### src/rtl/serial_pair_pkg.sv
// Shared types and sizing helpers for the serial A/B pair transmitter.
package serial_pair_pkg;

   typedef enum logic [1:0] {
      S_IDLE  = 2'd0,
      S_SHIFT = 2'd1,
      S_GAP   = 2'd2
   } state_e;

   localparam int FS_W = 8;

   // Counter width for values 0..n-1, never narrower than one bit.
   function automatic int cnt_w(input int n);
      return (n <= 1) ? 1 : $clog2(n);
   endfunction

endpackage

### src/rtl/serial_pair_tx_shifter.sv
// Two-lane parallel-in/serial-out register, LSB first.
module pair_shifter
   import serial_pair_pkg::*;
#(
   parameter int WIDTH = 8
) (
   input  logic             clk,
   input  logic             reset,
   input  logic             load_i,
   input  logic             shift_i,
   input  logic [WIDTH-1:0] a_word_i,
   input  logic [WIDTH-1:0] b_word_i,
   output logic             a_o,
   output logic             b_o
);

   logic [WIDTH-1:0] a_q;
   logic [WIDTH-1:0] b_q;

   // Load wins so a back-to-back frame can start on the last bit.
   always_ff @(posedge clk or negedge reset) begin
      if (!reset) begin
         a_q <= '0;
         b_q <= '0;
      end else if (load_i) begin
         a_q <= a_word_i;
         b_q <= b_word_i;
      end else if (shift_i) begin
         a_q <= a_q >> 1;
         b_q <= b_q >> 1;
      end
   end

   assign a_o = a_q[0];
   assign b_o = b_q[0];

endmodule

### src/rtl/serial_pair_tx.sv
// Word-pair to serial A/B transmitter with frame markers,
// optional inter-frame gap and a wrapping frame counter.
module serial_pair_tx
   import serial_pair_pkg::*;
#(
   parameter int WIDTH = 8,
   parameter int GAP   = 0
) (
   input  logic             clk,
   input  logic             reset,
   input  logic             in_valid,
   output logic             in_ready,
   input  logic [WIDTH-1:0] a_word,
   input  logic [WIDTH-1:0] b_word,
   output logic             A,
   output logic             B,
   output logic             bit_valid,
   output logic             first,
   output logic             last,
   output logic [FS_W-1:0]  frames_sent
);

   localparam int CNT_W = cnt_w(WIDTH);
   localparam int GAP_W = cnt_w(GAP);

   state_e            state_q;
   logic [CNT_W-1:0]  cnt_q;
   logic [GAP_W-1:0]  gap_q;
   logic [FS_W-1:0]   frames_q;

   logic last_bit;
   logic gap_end;
   logic xfer;
   logic sh_a;
   logic sh_b;

   assign last_bit = (state_q == S_SHIFT) &&
                     (cnt_q == CNT_W'(WIDTH - 1));
   assign gap_end  = (state_q == S_GAP) &&
                     (gap_q == GAP_W'(GAP - 1));

   // Ready is a pure function of registered state.
   assign in_ready = (state_q == S_IDLE) ||
                     (last_bit && (GAP == 0)) ||
                     gap_end;
   assign xfer     = in_valid && in_ready;

   always_ff @(posedge clk or negedge reset) begin
      if (!reset) begin
         state_q  <= S_IDLE;
         cnt_q    <= '0;
         gap_q    <= '0;
         frames_q <= '0;
      end else begin
         unique case (state_q)
            S_IDLE: begin
               if (xfer) begin
                  state_q <= S_SHIFT;
                  cnt_q   <= '0;
               end
            end
            S_SHIFT: begin
               if (last_bit) begin
                  frames_q <= frames_q + 1'b1;
                  cnt_q    <= '0;
                  gap_q    <= '0;
                  if (GAP > 0)
                     state_q <= S_GAP;
                  else
                     state_q <= xfer ? S_SHIFT : S_IDLE;
               end else begin
                  cnt_q <= cnt_q + 1'b1;
               end
            end
            S_GAP: begin
               if (gap_end) begin
                  gap_q   <= '0;
                  state_q <= xfer ? S_SHIFT : S_IDLE;
               end else begin
                  gap_q <= gap_q + 1'b1;
               end
            end
            default: state_q <= S_IDLE;
         endcase
      end
   end

   pair_shifter #(.WIDTH(WIDTH)) u_shift (
      .clk      (clk),
      .reset    (reset),
      .load_i   (xfer),
      .shift_i  (bit_valid),
      .a_word_i (a_word),
      .b_word_i (b_word),
      .a_o      (sh_a),
      .b_o      (sh_b)
   );

   assign bit_valid   = (state_q == S_SHIFT);
   assign A           = bit_valid && sh_a;
   assign B           = bit_valid && sh_b;
   assign first       = bit_valid && (cnt_q == '0);
   assign last        = last_bit;
   assign frames_sent = frames_q;

endmodule

### config.mk
export PLATFORM = sky130hd
export DESIGN_NAME = serial_pair_tx
export DESIGN_NICKNAME = d
export VERILOG_FILES = /design/src/rtl/serial_pair_pkg.sv /design/src/rtl/serial_pair_tx_shifter.sv /design/src/rtl/serial_pair_tx.sv
export SDC_FILE = /design/constraint.sdc
export NUM_CORES = 1
export LEC_CHECK = 0
export CORE_ASPECT_RATIO = 1.1
export CORE_MARGIN = 8
export CORE_UTILIZATION = 50
export CTS_BUF_LIST = sky130_fd_sc_hd__clkbuf_2 sky130_fd_sc_hd__clkbuf_4 sky130_fd_sc_hd__clkbuf_8
export DETAILED_ROUTE_END_ITERATION = 6
export DONT_BUFFER_PORTS = 1
export PLACE_DENSITY = 0.71
export SLEW_MARGIN = 20
export SYNTH_ARGS = -nofsm -noshare
export SYNTH_HDL_FRONTEND = slang
export SYNTH_HIERARCHICAL = 1
export SYNTH_SLANG_ARGS = --single-unit
### constraint.sdc
create_clock -name clk -period 1.5 [get_ports clk]
set_input_delay 0.3 -clock clk [delete_from_list [all_inputs] [get_ports clk]]
set_output_delay 0.3 -clock clk [all_outputs]
set_load 0.01 [all_outputs]
==> reports/results.tsv, run 1 <==
metric	value	unit
numCtsBuffers	3	
drv_slew	0	
synthTopCellsByArea	dfrtp_1, mux2i_1, nand2_1	
syn_area	1302	µm²
clock-sinks	28	
synth_nets	143	
root_buffer	clkbuf_4	
grt_max_degree	33	
drc	0	
nNetsFinal	158	
crit_path_max_incr_delay	0.41	ns
drive_gt1_frac	0.2537	
start_kind	register	
io_buffers	0	
critical_path.cell_chain	ha_2 > ha_4 > nor2b_4 > inv_2 > buf_6	
area_delta_synth_final	20.17	%
rsz0062_at_grt	true	
drt-total-wl	2.539	mm
yosys.area.top_type_share	0.5379	
dieArea	4496	µm²
failed_checks	negative setup slack	
fin_ws	-0.1650	ns
first_global_vias	908	
cts_tree	yes	
drv_cap	0	
cts-htree-levels	1	
fp.dieH	69.53	µm
routed_via_density	5.230	
rows	19	
wire_per_inst	15.39	µm
critical_path_class	reg -> out	
ant_nets	0	
synth_largest_area_cell	dfrtp_1	
yosysSeqAreaShare	0.5379	
start_util	0.5218	
grt_usage	0.1193	
drt_pass1_iterations	4	
yosysWarnings	6	
arrival	1.36	ns
diodes	0	
max_freq	0.6006	GHz
syn-instance-count	120	
antenna_found_initial	0	
synth_cell_types	23	
fin_worst_skew	0.005103	ns
cpMaxStageDelayCell	dfrtp_1	
layout_min_cycle_time	1.665	ns
crit_required	1.20	ns
grt_overflow	0	
drt_iter0_markers	47	
coreArea	2496	µm²
hold_violations	0	
crit_fanout	4	
powerDensity	1775	nW/µm²
syn_area_per_cell	10.85	µm²
crit_path_end_kind	primary output	
leakagePower	0.7793	nW
synth.ff_latch_count	28	
grt_pass1_wl	4.416	mm
setup_viol	4	
insertion_delay	0.31	ns
vdd_drop_max	0.9726	mV
finalCritPeriodShare	1.110	
dpl.hpwl	1.849	mm
die_w	64.67	µm
relSlewSlack	0.8038	
pin_count	33	
hp-class	in -> reg	
worst_pin_slew	0.2944	ns
fin_util	0.6271	
fill_cells	196	
seqCellArea	701.9	µm²
finalPower	2.778	mW
num_vias	863	
status	finished, violations left	
gp_congestion	0.7340	
clkTransAtPathRegs	0.14	ns
multi_input_area	613.1	µm²
clockBufferDepth	2	
-- routing by layer --
layer,wire length (µm),part of all wire,vias to the layer above,track usage
met5,0,0,-,0
met4,16,0.0063,0,0.03155
met3,192,0.076,2,0.04523
met2,1231,0.48,24,0.1914
met1,1099,0.43,404,0.1452
li1,-,-,433,-
-- power by group --
| part | internal (mW) | switching, mW |
|---|---|---|
| clock | 0.148 | 0.202 |
| combinational | 0.646 | 0.599 |
| sequential | 1.01 | 0.176 |
-- critical path: cells and delay by family (launching register included) --
family                     cells  cell delay, ns
buffers and inverters          2            0.17
and+or+nand+nor                1            0.11
adders and majority gates      2            0.36
DFF                            1            0.41
-- layout by cell type (no fill, tap or decap), types with 3 or more instances in the layout --
cell type and count:
buf_6 3, nor2_1 3, nand2_1 20, clkbuf_4 3
xnor2_1 6, dfrtp_1 27, o21ai_1 10, mux2i_1 14
o21ai_0 5, buf_4 9
-- Yosys cell counts --
cell / instances
a22o_1: 2
and2_1: 3
and4_1: 1
buf_12: 1
buf_2: 2
buf_6: 1
clkbuf_1: 1
dfrtp_1: 28
ha_1: 4
inv_1: 5
mux2_2: 1
mux2i_1: 14
nand2_1: 21
nand2b_1: 3
nand3_1: 1
nand4_1: 2
nor2_1: 4
nor2b_1: 1
o21ai_0: 9
o21ai_1: 8
or3b_1: 1
xnor2_1: 6
xor2_1: 1
-- per-stage QoR --
step                worst slack (ns)  instances  cell area, µm²   TNS (ns)  hold WS [ns]
global route                 -0.2384        165            1565     -1.143       0.05707
global placement             0.02230        157            1404          0      0.005282
CTS                          -0.1898        165            1541    -0.5899       0.06749
floorplan                  -0.004103        120            1334  -0.004103      0.004409
finish                       -0.1650        165            1565    -0.4086       0.08390
detailed placement          -0.01074        157            1404   -0.01871      0.005247
-- worst paths after layout --
check,from,endpoint,slack [ns],cells after the start
max,cnt_q[0]$_DFFE_PN0P_,in_ready,-0.16,5
min,in_valid,state_q[0]$_DFFE_PN0P_,0.08,1
max reg2reg,cnt_q[1]$_DFFE_PN0P_,frames_sent[7]$_DFFE_PN0P_,-0.01,5
min reg2reg,frames_sent[7]$_DFFE_PN0P_,frames_sent[7]$_DFFE_PN0P_,0.56,1
max in group asynchronous,reset,state_q[0]$_DFFE_PN0P_,0.92,2
min in group asynchronous,reset,u_shift/b_q[6]$_DFFE_PN0P_,0.41,2
-- flip-flops by register name (all words and copies together), names as in the netlist --
register     cells
u_shift/a_q      8
u_shift/b_q      8
cnt_q            3
frames_sent      8
state_q          1
-- cell families (layout without fill, tap and decap cells) --
kind of cell / after synthesis / after routing / share of synthesized area
simple gates: 37 / 37 / 0.1326
flops: 28 / 28 / 0.5379
compound gates: 19 / 19 / 0.07877
mux: 15 / 15 / 0.1162
buf+inv: 10 / 24 / 0.04899
xor+xnor: 7 / 7 / 0.04707
fa+ha+maj: 4 / 4 / 0.03843
-- timing repair --
action / CTS / global route
pin swaps: 5 / 6
gates resized for setup: 16 / 9
setup buffers: 2 / 0
hold buffers: 2 / 0
endpoints found under the hold margin: 28 / 0
endpoints found under the setup margin: 8 / 20
-- cell type report --
type / count / share of cell area
clock buffers: 4 / 0.02318
inverters: 5 / 0.01519
multi-input cells: 82 / 0.3917
flip-flops and latches: 28 / 0.4484
well taps: 31 / 0.02478
repair buffers: 15 / 0.09672
Note: power is estimated with default switching activity, not from simulation.
==> inputs of run 2 (changes only) <==
- CORE_ASPECT_RATIO: 1.1 -> 0.7
- SYNTH_HIERARCHICAL: 1 -> default
==> reports/results.tsv, run 2 <==
metric	value	unit	change
status	finished, violations left		
failed_checks	negative setup slack		
grt_usage	0.1358		+0.01648
ys_top_cells_by_count	nand2_1, dfrtp_1, a32oi_1		
nNetsFinal	167		+5.7%
drt_pass1_iterations	4		unchanged
rsz0062_at_grt	true		
gp_congestion	0.7430		+1.2%
routed_via_density	5.722		+9.4%
worst_pin_slew	0.2773	ns	-0.01711 ns
syn_area_per_cell	10.77	µm²	-0.81%
insertion_delay	0.33	ns	+0.02 ns
critical_path.cell_chain	ha_2 > ha_4 > and2b_4 > inv_8 > buf_4 > buf_12 > and2_4 > a22o_1		
async_flop_share	1.000		unchanged
hp-class	in -> reg		
finalPower	3.183	mW	+15%
min_path_cells	1		unchanged
critical_path_class	reg -> reg		
drc	0		unchanged
synth_largest_area_cell	dfrtp_1		
vdd_drop_max	1.008	mV	+3.6%
drt-total-wl	3.363	mm	+32%
crit_fanout	5		+1
pin_count	33		unchanged
die_w	76.51	µm	+18%
first_global_vias	949		+4.5%
coreArea	2440	µm²	-2.3%
antenna_found_initial	0		unchanged
wire_per_inst	19.11	µm	+24%
start_util	0.5251		+0.003324
reg2reg_depth	8		+3
clock-sinks	28		unchanged
fin_cells	176		+6.7%
leakagePower	0.8433	nW	+8.2%
synthTopCellsByArea	dfrtp_1, nand2_1, a32oi_1		
critical_path_buf_inv_count	3		+1
layout_min_cycle_time	1.849	ns	+0.1843 ns
grt_pass1_wl	4.788	mm	+8.4%
area_delta_synth_final	35.74	%	
synth_nets	142		-0.70%
fill_cells	173		-12%
synth_edf_count	0		unchanged
layout.cells.most_common	nand2_1		
synth.ff_latch_count	28		unchanged
ant_nets	0		unchanged
crit_path_max_incr_delay	0.42	ns	about the same
drt_iter0_markers	76		+62%
clkTransAtPathRegs	0.14	ns	about the same
root_buffer	clkbuf_4		
holdPathEnd	state_q[0]$_DFFE_PN0P_		
max_freq	0.5408	GHz	-10%
syn_area	1281	µm²	-1.6%
rows	15		-4
diodes	0		unchanged
dieArea	4464	µm²	-0.71%
relSlewSlack	0.8152		+0.01141
setup_viol	26		+22
grt_max_degree	29		-12%
yosysSeqAreaShare	0.5469		+0.008931
synth_cell_types	28		+22%
hold_violations	0		unchanged
dpl.hpwl	1.946	mm	+5.2%
r2r_start	cnt_q[0]$_DFFE_PN0P_		
drv_cap	0		unchanged
syn-instance-count	119		-0.83%
io_buffers	0		unchanged
r2r_end	u_shift.b_q[7]$_DFFE_PN0P_		
cp-startpoint	cnt_q[0]$_DFFE_PN0P_		
ys.flop_type	dfrtp_1		
dp.cells	158		+0.64%
grt_overflow	0		unchanged
critPathTopFamily	simple AND/OR/NAND/NOR gates		
cts_tree	yes		
powerDensity	1830	nW/µm²	+3.1%
cts-htree-levels	1		unchanged
start_kind	register		
yosys.area.top_type_share	0.5469		+0.008931
drive_gt1_frac	0.3944		+0.1406
clockBufferDepth	2		unchanged
num_vias	1007		+17%
synth.most_common_cell	nand2_1		
crit_path_end_kind	register		
cpMaxStageDelayCell	dfrtp_1		
hold_path.startpoint	in_valid		
fp.dieH	58.35	µm	-16%
fin_ws	-0.3493	ns	-0.1843 ns
layout_common_cells	nand2_1, dfrtp_1, buf_4		
finalCritPeriodShare	1.233		+0.1229
crit_required	1.73	ns	+0.53 ns
fin_worst_skew	0.005670	ns	+0.0005671 ns
numCtsBuffers	3		unchanged
arrival	2.08	ns	+0.72 ns
yosysWarnings	0		-6
r2r_setup_slack	-0.35	ns	-0.34 ns
drv_slew	0		unchanged
## run 2: area by class of cell
class                           instances  area, µm²  share of cell area
Clock buffer                            3      22.52             0.01295
Inverter                                5      28.78             0.01655
Multi-Input combinational cell         80      646.9              0.3719
Sequential cell                        28      701.9              0.4036
Tap cell                               34      42.54             0.02446
Timing Repair Buffer                   26      296.5              0.1705
## run 2: what timing repair did
action                                  in CTS  in global routing
buffers inserted                             5                  6
gates cloned                                 0                  2
hold buffers                                 2                  0
endpoints found under the setup margin      12                 26
endpoints found under the hold margin       28                  0
pin swaps                                   10                 18
gates resized for setup                     17                 21
## run 2: worst max path at each step
stage,to,slack (ns),cells after the start
2_1_floorplan,u_shift.b_q[0]$_DFFE_PN0P_,-0.02,7
3_3_place_gp,u_shift.b_q[7]$_DFFE_PN0P_,-0.02,6
3_5_place_dp,u_shift.a_q[7]$_DFFE_PN0P_,-0.07,6
4_1_cts,in_ready,-0.33,5
5_1_grt,in_ready,-0.39,5
6_report,u_shift.b_q[7]$_DFFE_PN0P_,-0.35,8
## run 2: layer usage
metal / global-route usage / routed length (µm)
met3: 0.06535 / 242
met2: 0.2092 / 1592
met5: 0 / 0
met4: 0.03270 / 38
met1: 0.1681 / 1489
## run 2: worst reg2reg max path: cells and delay by family, from the launching register on
| family | cells | cell delay, ns |
|---|---|---|
| adder cells (fa/ha/maj) | 2 | 0.36 |
| AND/OR/NAND/NOR | 2 | 0.43 |
| AO/OA/AOI/OAI | 1 | 0.22 |
| buffers and inverters | 3 | 0.32 |
| flip-flops | 1 | 0.42 |
## run 2: where the power goes
group	switching, mW	internal [mW]
combinational	0.717	0.867
clock	0.215	0.0944
sequential	0.273	1.02
total	1.20	1.98
## run 2: cell families after synthesis
group / count (synthesis) / share of synthesized area
simple gates: 48 / 0.1758
flops: 28 / 0.5469
compound gates: 20 / 0.1357
buf+inv: 11 / 0.04589
xor+xnor: 7 / 0.04785
fa+ha+maj: 4 / 0.03906
mux: 1 / 0.008788
## run 2: per-stage QoR
step	setup TNS, ns	setup WS (ns)	hold WS [ns]	utilization	cell area [µm²]
4_1_cts	-3.233	-0.3262	0.05810	0.6297	1536
5_1_grt	-5.849	-0.3928	0.04888	0.7128	1739
2_1_floorplan	-0.1858	-0.02322	0.004409	-	1296
3_3_place_gp	-0.04793	-0.02345	0.005388	0.5723	1396
6_report	-4.732	-0.3493	0.08187	0.7128	1739
3_5_place_dp	-0.1594	-0.07271	0.005363	0.5723	1396
